===== src/rtl/delay_response_scheduler.sv =====
// Delay-response scheduler: holds up to DEPTH tagged requests, each counting down its
// own delay, and issues one response per cycle (lowest slot first) with a late flag.
//
// slot state | meaning
// SLOT_FREE  | empty, allocatable
// SLOT_WAIT  | counter running toward its deadline
// SLOT_READY | deadline reached, waiting for the output arbiter
// SLOT_ISSUE | response on the output this cycle; frees at the next edge
module delay_response_scheduler #(
    parameter int DEPTH = 4,
    parameter int DLY_W = 8,
    parameter int TAG_W = 4
) (
    input  logic                         clk,
    input  logic                         rst,
    input  logic                         req_valid,
    input  logic [DLY_W-1:0]             req_delay,
    input  logic [TAG_W-1:0]             req_tag,
    output logic                         req_ready,
    output logic                         req_err,
    output logic                         rsp_valid,
    output logic [TAG_W-1:0]             rsp_tag,
    output logic                         rsp_late,
    output logic [$clog2(DEPTH+1)-1:0]   pending_cnt
);

    localparam int IDX_W = (DEPTH > 1) ? $clog2(DEPTH) : 1;
    localparam int CNT_W = $clog2(DEPTH + 1);

    typedef enum logic [1:0] {
        SLOT_FREE  = 2'd0,
        SLOT_WAIT  = 2'd1,
        SLOT_READY = 2'd2,
        SLOT_ISSUE = 2'd3
    } slot_state_t;

    slot_state_t        r_state [DEPTH];
    logic [DLY_W-1:0]   r_cnt   [DEPTH];
    logic [TAG_W-1:0]   r_tag   [DEPTH];
    logic               r_rsp_valid;
    logic [TAG_W-1:0]   r_rsp_tag;
    logic               r_rsp_late;
    logic               r_req_err;

    slot_state_t        w_state_nxt [DEPTH];
    logic [DLY_W-1:0]   w_cnt_nxt   [DEPTH];
    logic [TAG_W-1:0]   w_tag_nxt   [DEPTH];
    logic               w_any_free;
    logic [IDX_W-1:0]   w_alloc_idx;
    logic               w_iss_any;
    logic [IDX_W-1:0]   w_iss_idx;
    logic [TAG_W-1:0]   w_iss_tag;
    logic               w_iss_late;
    logic [CNT_W-1:0]   w_busy;
    logic               w_accept;
    logic               w_zero_dly;

    // A WAIT slot whose counter is 1 hits its deadline on this edge and may be issued
    // on time; descending scan leaves the lowest index selected.
    always_comb begin
        w_any_free  = 1'b0;
        w_alloc_idx = '0;
        w_iss_any   = 1'b0;
        w_iss_idx   = '0;
        w_iss_tag   = '0;
        w_iss_late  = 1'b0;
        w_busy      = '0;
        for (int i = DEPTH - 1; i >= 0; i--) begin
            if (r_state[i] == SLOT_FREE) begin
                w_any_free  = 1'b1;
                w_alloc_idx = IDX_W'(i);
            end else begin
                w_busy = w_busy + CNT_W'(1);
            end
            if ((r_state[i] == SLOT_READY) ||
                ((r_state[i] == SLOT_WAIT) && (r_cnt[i] == DLY_W'(1)))) begin
                w_iss_any  = 1'b1;
                w_iss_idx  = IDX_W'(i);
                w_iss_tag  = r_tag[i];
                w_iss_late = (r_state[i] == SLOT_READY);
            end
        end
    end

    assign req_ready  = ~rst & w_any_free;
    assign w_accept   = req_valid & req_ready & (req_delay != '0);
    assign w_zero_dly = req_valid & req_ready & (req_delay == '0);

    always_comb begin
        for (int i = 0; i < DEPTH; i++) begin
            w_state_nxt[i] = r_state[i];
            w_cnt_nxt[i]   = r_cnt[i];
            w_tag_nxt[i]   = r_tag[i];
            case (r_state[i])
                SLOT_FREE: begin
                    if (w_accept && (w_alloc_idx == IDX_W'(i))) begin
                        w_state_nxt[i] = SLOT_WAIT;
                        w_cnt_nxt[i]   = req_delay;
                        w_tag_nxt[i]   = req_tag;
                    end
                end
                SLOT_WAIT: begin
                    if (r_cnt[i] != '0) begin
                        w_cnt_nxt[i] = r_cnt[i] - DLY_W'(1);
                    end
                    if (r_cnt[i] == DLY_W'(1)) begin
                        w_state_nxt[i] = (w_iss_any && (w_iss_idx == IDX_W'(i))) ?
                                         SLOT_ISSUE : SLOT_READY;
                    end
                end
                SLOT_READY: begin
                    if (w_iss_any && (w_iss_idx == IDX_W'(i))) begin
                        w_state_nxt[i] = SLOT_ISSUE;
                    end
                end
                default: begin
                    w_state_nxt[i] = SLOT_FREE;
                    w_cnt_nxt[i]   = '0;
                    w_tag_nxt[i]   = '0;
                end
            endcase
        end
    end

    always_ff @(posedge clk) begin
        if (rst) begin
            for (int i = 0; i < DEPTH; i++) begin
                r_state[i] <= SLOT_FREE;
                r_cnt[i]   <= '0;
                r_tag[i]   <= '0;
            end
            r_rsp_valid <= 1'b0;
            r_rsp_tag   <= '0;
            r_rsp_late  <= 1'b0;
            r_req_err   <= 1'b0;
        end else begin
            for (int i = 0; i < DEPTH; i++) begin
                r_state[i] <= w_state_nxt[i];
                r_cnt[i]   <= w_cnt_nxt[i];
                r_tag[i]   <= w_tag_nxt[i];
            end
            r_rsp_valid <= w_iss_any;
            r_rsp_tag   <= w_iss_tag;
            r_rsp_late  <= w_iss_late;
            r_req_err   <= w_zero_dly;
        end
    end

    assign rsp_valid   = r_rsp_valid;
    assign rsp_tag     = r_rsp_tag;
    assign rsp_late    = r_rsp_late;
    assign req_err     = r_req_err;
    assign pending_cnt = w_busy;

endmodule


===== config.mk =====
export PLATFORM = sky130hd
export DESIGN_NAME = delay_response_scheduler
export DESIGN_NICKNAME = d
export VERILOG_FILES = /design/src/rtl/delay_response_scheduler.sv
export SDC_FILE = /design/constraint.sdc
export NUM_CORES = 1
export LEC_CHECK = 0
export ABC_AREA = 1
export BUFFER_PORTS_ARGS = -buffer_cell sky130_fd_sc_hd__buf_2
export CORE_ASPECT_RATIO = 0.6
export CORE_MARGIN = 3
export CORE_UTILIZATION = 55
export CTS_CLUSTER_SIZE = 12
export DETAILED_ROUTE_END_ITERATION = 12
export PLACE_DENSITY = 0.84
export SLEW_MARGIN = 20
export SYNTH_ARGS = -nofsm -noshare
export SYNTH_HDL_FRONTEND = slang
export SYNTH_SLANG_ARGS = --single-unit

===== constraint.sdc =====
create_clock -name clk -period 2.5 [get_ports clk]
set_input_delay 0 -clock clk [delete_from_list [all_inputs] [get_ports clk]]
set_output_delay 0 -clock clk [all_outputs]
set_load 0.01 [all_outputs]

# Word-level counts from Yosys, hierarchy flattened
# Memories as Yosys holds them, arrays and structs flattened.
# Index checks and enable logic that the tools add are counted.
# totals
reg_bits,7
ram_bits,56
out_inout_bits,11
n_memories,3
# classes
n_addsub,7
eq_ne,18
muxes,83
bitwise,17
n_reduce_logical,32
# memory_table
name,words,word_bits,read_ports,rd_ports_with_merged_regs,wr,line,source
r_cnt,4,8,4,0,4,38,logic [DLY_W-1:0] r_cnt [DEPTH];
r_tag,4,4,4,0,4,39,logic [TAG_W-1:0] r_tag [DEPTH];
r_state,4,2,4,0,4,37,slot_state_t r_state [DEPTH];
# ops
op,count
$mux 8,12
$pmux 8 s3,4
$mux 2,24
$mux 4,12
$reduce_bool 8->1,5
$eq 8x1->1 const B,4
$pmux 4 s2,4
$sub 8x1->8 const B,4
$pmux 2 s3,4
$mux 1,20
$eq 2x2->1 const B,8
$eq 2x1->1 const B,6
$logic_and 1x1->1,12
$logic_not 2->1,6
$or 1x1->1,12
$add 3x1->3 const B,3
$mux 3,3
$logic_not 8->1,1
$reduce_or 2->1,4
$and 1x1->1,4
$logic_or 1x1->1,4
$not 1->1,1

# Logic depth before layout (Yosys ltp)
# Gate-level depths: netlist of the first run.
# An unclocked memory read counts as a cell.
# logic_depth
word_depth,14
ltp_mapped,14
mapped_depth_nobuf,14

# Worst setup path after synthesis of the first run
# No wires, ideal clock.
# synth_timing
kind,flip-flop to flip-flop
startpoint,mem r_state[2][0] (netlist bit)
endpoint,mem r_cnt[1][3]
setup_time_ns,0.132
arrival_time_ns,2.063
t_required_ns,2.368
setup_slack_ns,0.305
path_stages_with_launch,14
n_path_buf,1
period_less_slack_ns,2.195
path_cell_list,dfxtp_1 inv_1 ha_1 clkinv_1 ha_1 nand3_2 nand3_4 nor2_4 nand2_1 nand2_2 nand2_2 buf_6 o21ai_0 a21oi_1
# synth_rtl
item,line
from (decl),37
to (decl),38

==> results of run 1 <==
[cell usage in the layout (no fill, tap or decap), types with 7 or more instances in the layout]
master	n
buf_2	25
o21ai_0	63
nor3_1	8
nor2_1	44
a21oi_1	65
inv_1	77
buf_4	7
nand2_1	80
nand3_1	31
nand2_2	11
o22ai_1	13
ha_1	33
dfxtp_1	63
inv_2	12
clkbuf_16	9
[critical path: cells and delay by family, from the launching register on]
| kind | cells | cell delay [ps] |
|---|---|---|
| AO/OA/AOI/OAI | 1 | 190 |
| XOR/XNOR | 1 | 210 |
| adder cells (fa/ha/maj) | 3 | 600 |
| buffers and inverters | 3 | 470 |
| flip-flops | 1 | 360 |
| AND/OR/NAND/NOR | 1 | 60 |
[metrics by stage]
| step | util, % | hold slack (ps) | power, mW | cells |
|---|---|---|---|---|
| floorplan | - | 157.9 | 3.899 | 575 |
| CTS | 67.10 | 1.262 | 6.026 | 699 |
| global placement | 61.70 | 288.1 | 4.506 | 678 |
| detailed placement | 61.70 | 292.2 | 4.640 | 678 |
| finish | 67.21 | -11.37 | 6.128 | 699 |
| global route | 67.21 | 7.441 | 6.583 | 699 |
[layer usage]
layer / routed length, um / GRT usage [%]
met1: 5019 / 39.27
met2: 4923 / 41.27
met3: 1109 / 7.125
met4: 236 / 9.033
met5: 0 / 0
[worst paths after layout]
kind / start / end / cells after the start
setup / recovery: r_state[3][1]$_SDFFE_PP0P_ / pending_cnt[2] / 9
hold / removal: req_delay[2] / r_cnt[3][2]$_SDFFE_PP0P_ / 3
setup reg to reg: r_state[3][1]$_SDFFE_PP0P_ / r_cnt[3][0]$_SDFFE_PP0P_ / 11
hold reg to reg: r_tag[3][1]$_SDFFE_PP0P_ / r_tag[3][1]$_SDFFE_PP0P_ / 2
[final cells by class]
cell class                      count  area (um2)
Clock buffer                       11       242.7
Clock inverter                      4       70.07
Fill cell                         592        2265
Inverter                           90       337.8
Multi-Input combinational cell    406        2384
Sequential cell                    63        1261
Tap cell                           87       108.9
Timing Repair Buffer               38       237.7
[registers in the layout, summed over array words and instances (netlist names)]
signal,count
r_tag,16
req_err,1
rsp_tag,4
rsp_valid,1
r_cnt,32
r_state,8
rsp_late,1
[cell families after synthesis]
family | synth area share [%]
xor+xnor | 1.724
fa+ha+maj | 10.16
compound gates | 23.01
flops | 31.04
buf+inv | 10.47
simple gates | 23.59
[power by group through the flow]
stage	clock (mW)	sequential [mW]	combinational [mW]
after global routing	1.39	1.59	3.60
final	1.34	1.56	3.23
after CTS	1.34	1.55	3.13
after floorplan	0	1.53	2.37
after detailed placement	0	1.56	3.08
after global placement	0	1.54	2.96
[timing repair]
item,CTS,global route
resized for setup,0,3
endpoints found under the hold margin,16,0
hold buffers,6,0
endpoints found under the setup margin,0,1
==> impl_metrics.py, run 1 <==
metrics = {
    "clock_network": {
        "numCtsBuffers": 9,
        "cts_sinks": 63,
        "cts_buffer_depth": 2,
        "path_clk_slew_ps": 50,
        "clock_latency_ps": 340,
        "tritoncts": "done",
        "htree_num_levels": 3,
        "cts_setup_buffers": 0,
        "clockRootBuffer": "clkbuf_16",
    },
    "timing": {
        "finalSetupViolCount": 0,
        "tightest_slew_ps": 433.7,
        "max_freq_mhz": 450.6,
        "rsz0062_at_grt": "no",
        "report.final.hold_viol_count": 1,
        "final.setup.worst_slack_ps": 280.9,
        "fin_hold_ws_ps": -11.37,
        "fin_skew_ps": 5.021,
        "finalCritPeriodShare_pct": 88.77,
        "drv_slew": 0,
        "final.setup.tns_ps": 0,
        "period_minus_slack_ps": 2219,
        "slew_headroom_pct": 71.09,
    },
    "global_route": {
        "grt_pass1_vias": 3720,
        "grt_max_degree": 38,
        "globalRouteTotalUtil_pct": 27.71,
        "global_route.overflow_total": 0,
        "grt_pass1_wl_um": 18150,
        "antenna_found_initial": 0,
    },
    "synth": {
        "ys_top_cells_by_area": "dfxtp_1 (31%), ha_1 (10%), a21oi_1 (8.0%)",
        "synth_area_per_cell_um2": 7.065,
        "synth_top_area_share_pct": 31.04,
        "synthFlopType": "dfxtp_1",
        "synth_area_mm2": 0.004063,
        "ys_types": 39,
        "synth-seq-cells": 63,
        "synth-edff-count": 0,
        "synthCells": 575,
        "synth.top_cells.by_count": "nand2_1 (80), inv_1 (78), a21oi_1 (65)",
        "ys_warn_count": 0,
        "yosysMostFrequentCell": "nand2_1",
        "synthArstFlopShare_pct": 0,
        "synth-seq-area-share_pct": 31.04,
        "yosys.area.top_type": "dfxtp_1",
        "syn-num-nets": 623,
    },
    "setup_path": {
        "criticalPathCategory": "flop to primary output",
        "slowest_delay_ps": 360,
        "crit_chain": "inv_1 > ha_1 > buf_4 > ha_1 > o21ai_1 > ha_1 > nand2_1 > xor2_1 > buf_2",
        "r2r_setup_slack_ps": 390,
        "critPathLaunchType": "flop",
        "cp.arrival_ps": 2220,
        "slowest_stage": "dfxtp_1",
        "endpoint_kind": "primary output",
        "required_ps": 2500,
        "worst-path-max-fanout": 13,
        "cp_common_cell": "ha_1",
    },
    "floorplanning": {
        "start_util_pct": 58.82,
        "fp.dieH_um": 72.58,
        "rows": 23,
        "fp.coreArea_mm2": 0.006907,
        "die_x_um": 117.0,
        "dieArea_mm2": 0.008488,
        "pin_count": 26,
    },
    "pwr": {
        "power_density_mw_per_mm2": 1320,
        "power_switching_mw": 2.802,
        "power_frac_seq_pct": 25.4,
        "leakage_nw": 2.040,
        "pwr-share-comb_pct": 52.8,
        "p_clk_share_pct": 21.8,
        "swShare_pct": 45.72,
        "peakVddDrop_mv": 0.7483,
        "internal_power_mw": 3.326,
    },
    "place": {
        "dpl_cell_area_mm2": 0.004262,
        "io_buffer_count": 25,
        "place_hpwl_um": 7980,
        "preCtsSetupSlack_ps": 360.3,
        "gp_congestion": 0.9079,
    },
    "run_status": {
        "violations": "negative hold slack",
        "status": "finished with violations",
    },
    "drt": {
        "firstDrtPassIters": 6,
        "num_vias": 4092,
        "via_per_inst": 5.854,
        "drt.antenna.violating_nets": 0,
        "drtIter0Drc": 474,
        "avgRoutedWirePerCell_um": 16.15,
        "routed_wl_um": 11290,
        "drc": 0,
    },
    "cells_and_area": {
        "areaGrowthSynthToFinish_pct": 14.26,
        "layout.nets": 656,
        "drive_above_1_share_pct": 15.20,
        "stdcell_area_mm2": 0.004642,
        "n_antenna_cell": 0,
    },
    "worst_hold_path": {
        "hold_class": "input port to flop",
    },
    "flow_run": {
        "maxCapViolations": 0,
    },
}
Power figures use the tool's default switching activity.
==> run 2: changes to the inputs <==
--- a/config.mk
+++ b/config.mk
@@ -7,12 +7,14 @@
 export LEC_CHECK = 0
 export ABC_AREA = 1
 export BUFFER_PORTS_ARGS = -buffer_cell sky130_fd_sc_hd__buf_2
+export CELL_PAD_IN_SITES_DETAIL_PLACEMENT = 1
+export CELL_PAD_IN_SITES_GLOBAL_PLACEMENT = 1
 export CORE_ASPECT_RATIO = 0.6
 export CORE_MARGIN = 3
-export CORE_UTILIZATION = 55
+export CORE_UTILIZATION = 45
 export CTS_CLUSTER_SIZE = 12
 export DETAILED_ROUTE_END_ITERATION = 12
-export PLACE_DENSITY = 0.84
+export PLACE_DENSITY = 0.92
 export SLEW_MARGIN = 20
 export SYNTH_ARGS = -nofsm -noshare
 export SYNTH_HDL_FRONTEND = slang
==> impl_metrics.py, run 2 (synthesis results as in run 1) <==
metrics = {
    "floorplanning": {
        "start_util_pct": 46.95,
        "pin_count": 26,
        "die_x_um": 128.7,
        "fp.dieH_um": 79.60,
        "fp.coreArea_mm2": 0.008653,
        "rows": 26,
        "dieArea_mm2": 0.01024,
    },
    "timing": {
        "rsz0062_at_grt": "no",
        "final.setup.worst_slack_ps": 115.3,
        "report.final.hold_viol_count": 0,
        "tightest_slew_ps": 456.1,
        "fin_skew_ps": 6.222,
        "period_minus_slack_ps": 2385,
        "max_freq_mhz": 419.3,
        "finalCritPeriodShare_pct": 95.39,
        "slew_headroom_pct": 69.60,
        "drv_slew": 0,
        "finalSetupViolCount": 0,
        "final.setup.tns_ps": 0,
    },
    "cells_and_area": {
        "areaGrowthSynthToFinish_pct": 15.61,
        "layout.nets": 659,
        "multi_input_area_mm2": 0.002389,
        "finalNonFillerCells": 729,
        "fillers": 1132,
        "final_cell_mix": "nand2_1 (80), inv_1 (78), a21oi_1 (65)",
        "top_register": "r_cnt",
        "final_common_cell": "nand2_1",
        "drive_above_1_share_pct": 15.26,
        "largestRegisters": "r_cnt (32), r_tag (16), r_state (8)",
        "seqCellArea_mm2": 0.001261,
        "largest_register_ffs": 32,
    },
    "global_route": {
        "grt_pass1_vias": 4447,
        "global_route.overflow_total": 0,
        "grt_max_degree": 38,
        "globalRouteTotalUtil_pct": 28.53,
        "grt_pass1_wl_um": 22690,
        "antenna_found_initial": 0,
    },
    "drt": {
        "num_vias": 4247,
        "firstDrtPassIters": 5,
        "avgRoutedWirePerCell_um": 19.33,
        "drtIter0Drc": 256,
        "routed_wl_um": 14090,
        "drt.antenna.violating_nets": 0,
        "drc": 0,
        "via_per_inst": 5.826,
    },
    "setup_path": {
        "required_ps": 2500,
        "endpoint_kind": "primary output",
        "slowest_delay_ps": 360,
        "cp_common_cell": "ha_1",
        "slowest_stage": "dfxtp_1",
        "worst-path-max-fanout": 13,
        "cp.arrival_ps": 2380,
        "crit_chain": "inv_1 > ha_1 > buf_4 > ha_1 > o21ai_0 > ha_1 > nand2_1 > xor2_1 > buf_2",
        "criticalPathCategory": "flop to primary output",
        "critPathLaunchType": "flop",
        "ff2ff_path_depth": 12,
    },
    "place": {
        "place_inst": 703,
        "preCtsSetupSlack_ps": 261.3,
        "io_buffer_count": 25,
        "gp_congestion": 0.9005,
        "place_hpwl_um": 9663,
    },
    "clock_network": {
        "htree_num_levels": 3,
        "cts_buffer_depth": 2,
        "clockRootBuffer": "clkbuf_16",
        "cts_sinks": 63,
        "cts_setup_buffers": 0,
        "tritoncts": "done",
        "clock_latency_ps": 340,
        "path_clk_slew_ps": 50,
        "numCtsBuffers": 9,
    },
    "pwr": {
        "peakVddDrop_mv": 0.5241,
        "p_clk_share_pct": 20.3,
        "swShare_pct": 48.39,
        "power_frac_seq_pct": 25.1,
        "power_density_mw_per_mm2": 1332,
        "pwr-share-comb_pct": 54.6,
        "power_switching_mw": 3.028,
        "leakage_nw": 2.046,
        "internal_power_mw": 3.230,
    },
    "worst_hold_path": {
        "hold_class": "input port to flop",
        "min_path_cells": 3,
    },
    "run_status": {
        "status": "complete, no violations",
    },
    "flow_run": {
        "maxCapViolations": 0,
    },
}
## run 2: final cells by class
cell class                      instances  share of cell area, %
Multi-Input combinational cell        406                  50.85
Sequential cell                        63                  26.85
Inverter                               90                  7.192
Timing Repair Buffer                   41                  5.701
Clock buffer                           10                  5.088
Tap cell                              112                  2.983
Clock inverter                          6                  1.279
Antenna cell                            1                0.05328
## run 2: power groups by stage
stage | logic [mW] | clock network [mW] | registers (mW)
after floorplan | 2.37 | 0 | 1.53
after global placement | 3.03 | 0 | 1.55
after detailed placement | 3.21 | 0 | 1.57
after CTS | 3.32 | 1.29 | 1.56
after global routing | 3.77 | 1.33 | 1.61
final | 3.42 | 1.27 | 1.57
## run 2: metrics by stage
| stage | cell area [um2] | utilization [%] | power [mW] | hold WS, ps |
|---|---|---|---|---|
| 3_5_place_dp | 4293 | 49.61 | 4.788 | 291.5 |
| 4_1_cts | 4682 | 54.11 | 6.168 | 6.639 |
| 2_1_floorplan | 4063 | - | 3.899 | 157.9 |
| 5_1_grt | 4695 | 54.25 | 6.713 | 54.36 |
| 3_3_place_gp | 4293 | 49.61 | 4.584 | 289.4 |
| 6_report | 4697 | 54.28 | 6.258 | 1.705 |
## run 2: final timing paths
path / startpoint / to / slack (ps)
max: r_state[3][0]$_SDFFE_PP0P_ / pending_cnt[2] / 120
min: req_delay[3] / r_cnt[3][3]$_SDFFE_PP0P_ / 2
max reg2reg: r_state[3][0]$_SDFFE_PP0P_ / r_cnt[3][4]$_SDFFE_PP0P_ / 190
min reg2reg: r_cnt[0][3]$_SDFFE_PP0P_ / r_cnt[0][3]$_SDFFE_PP0P_ / 480
## run 2: routing by layer
layer  share of wire, %  up-vias  track usage [%]
met5                  0        -                0
met4                1.6        0            9.958
met3                6.9       32            7.487
met2                 46      155            46.95
met1                 45     2072            36.23
li1                   -     1988                -
## run 2: worst max-delay path, delay by kind of cell (launching register included)
kind                     cells  cell delay [ps]
flip-flops                   1              360
AND/OR/NAND/NOR              1               60
AO/OA/AOI/OAI                1              260
XOR/XNOR                     1              240
adder cells (fa/ha/maj)      3              650
buffers and inverters        3              480
## run 2: timing repair
item,4_1_cts,5_1_grt
hold endpoints to repair,17,0
resized for setup,0,3
hold buffers,9,0
endpoints found under the setup margin,0,5
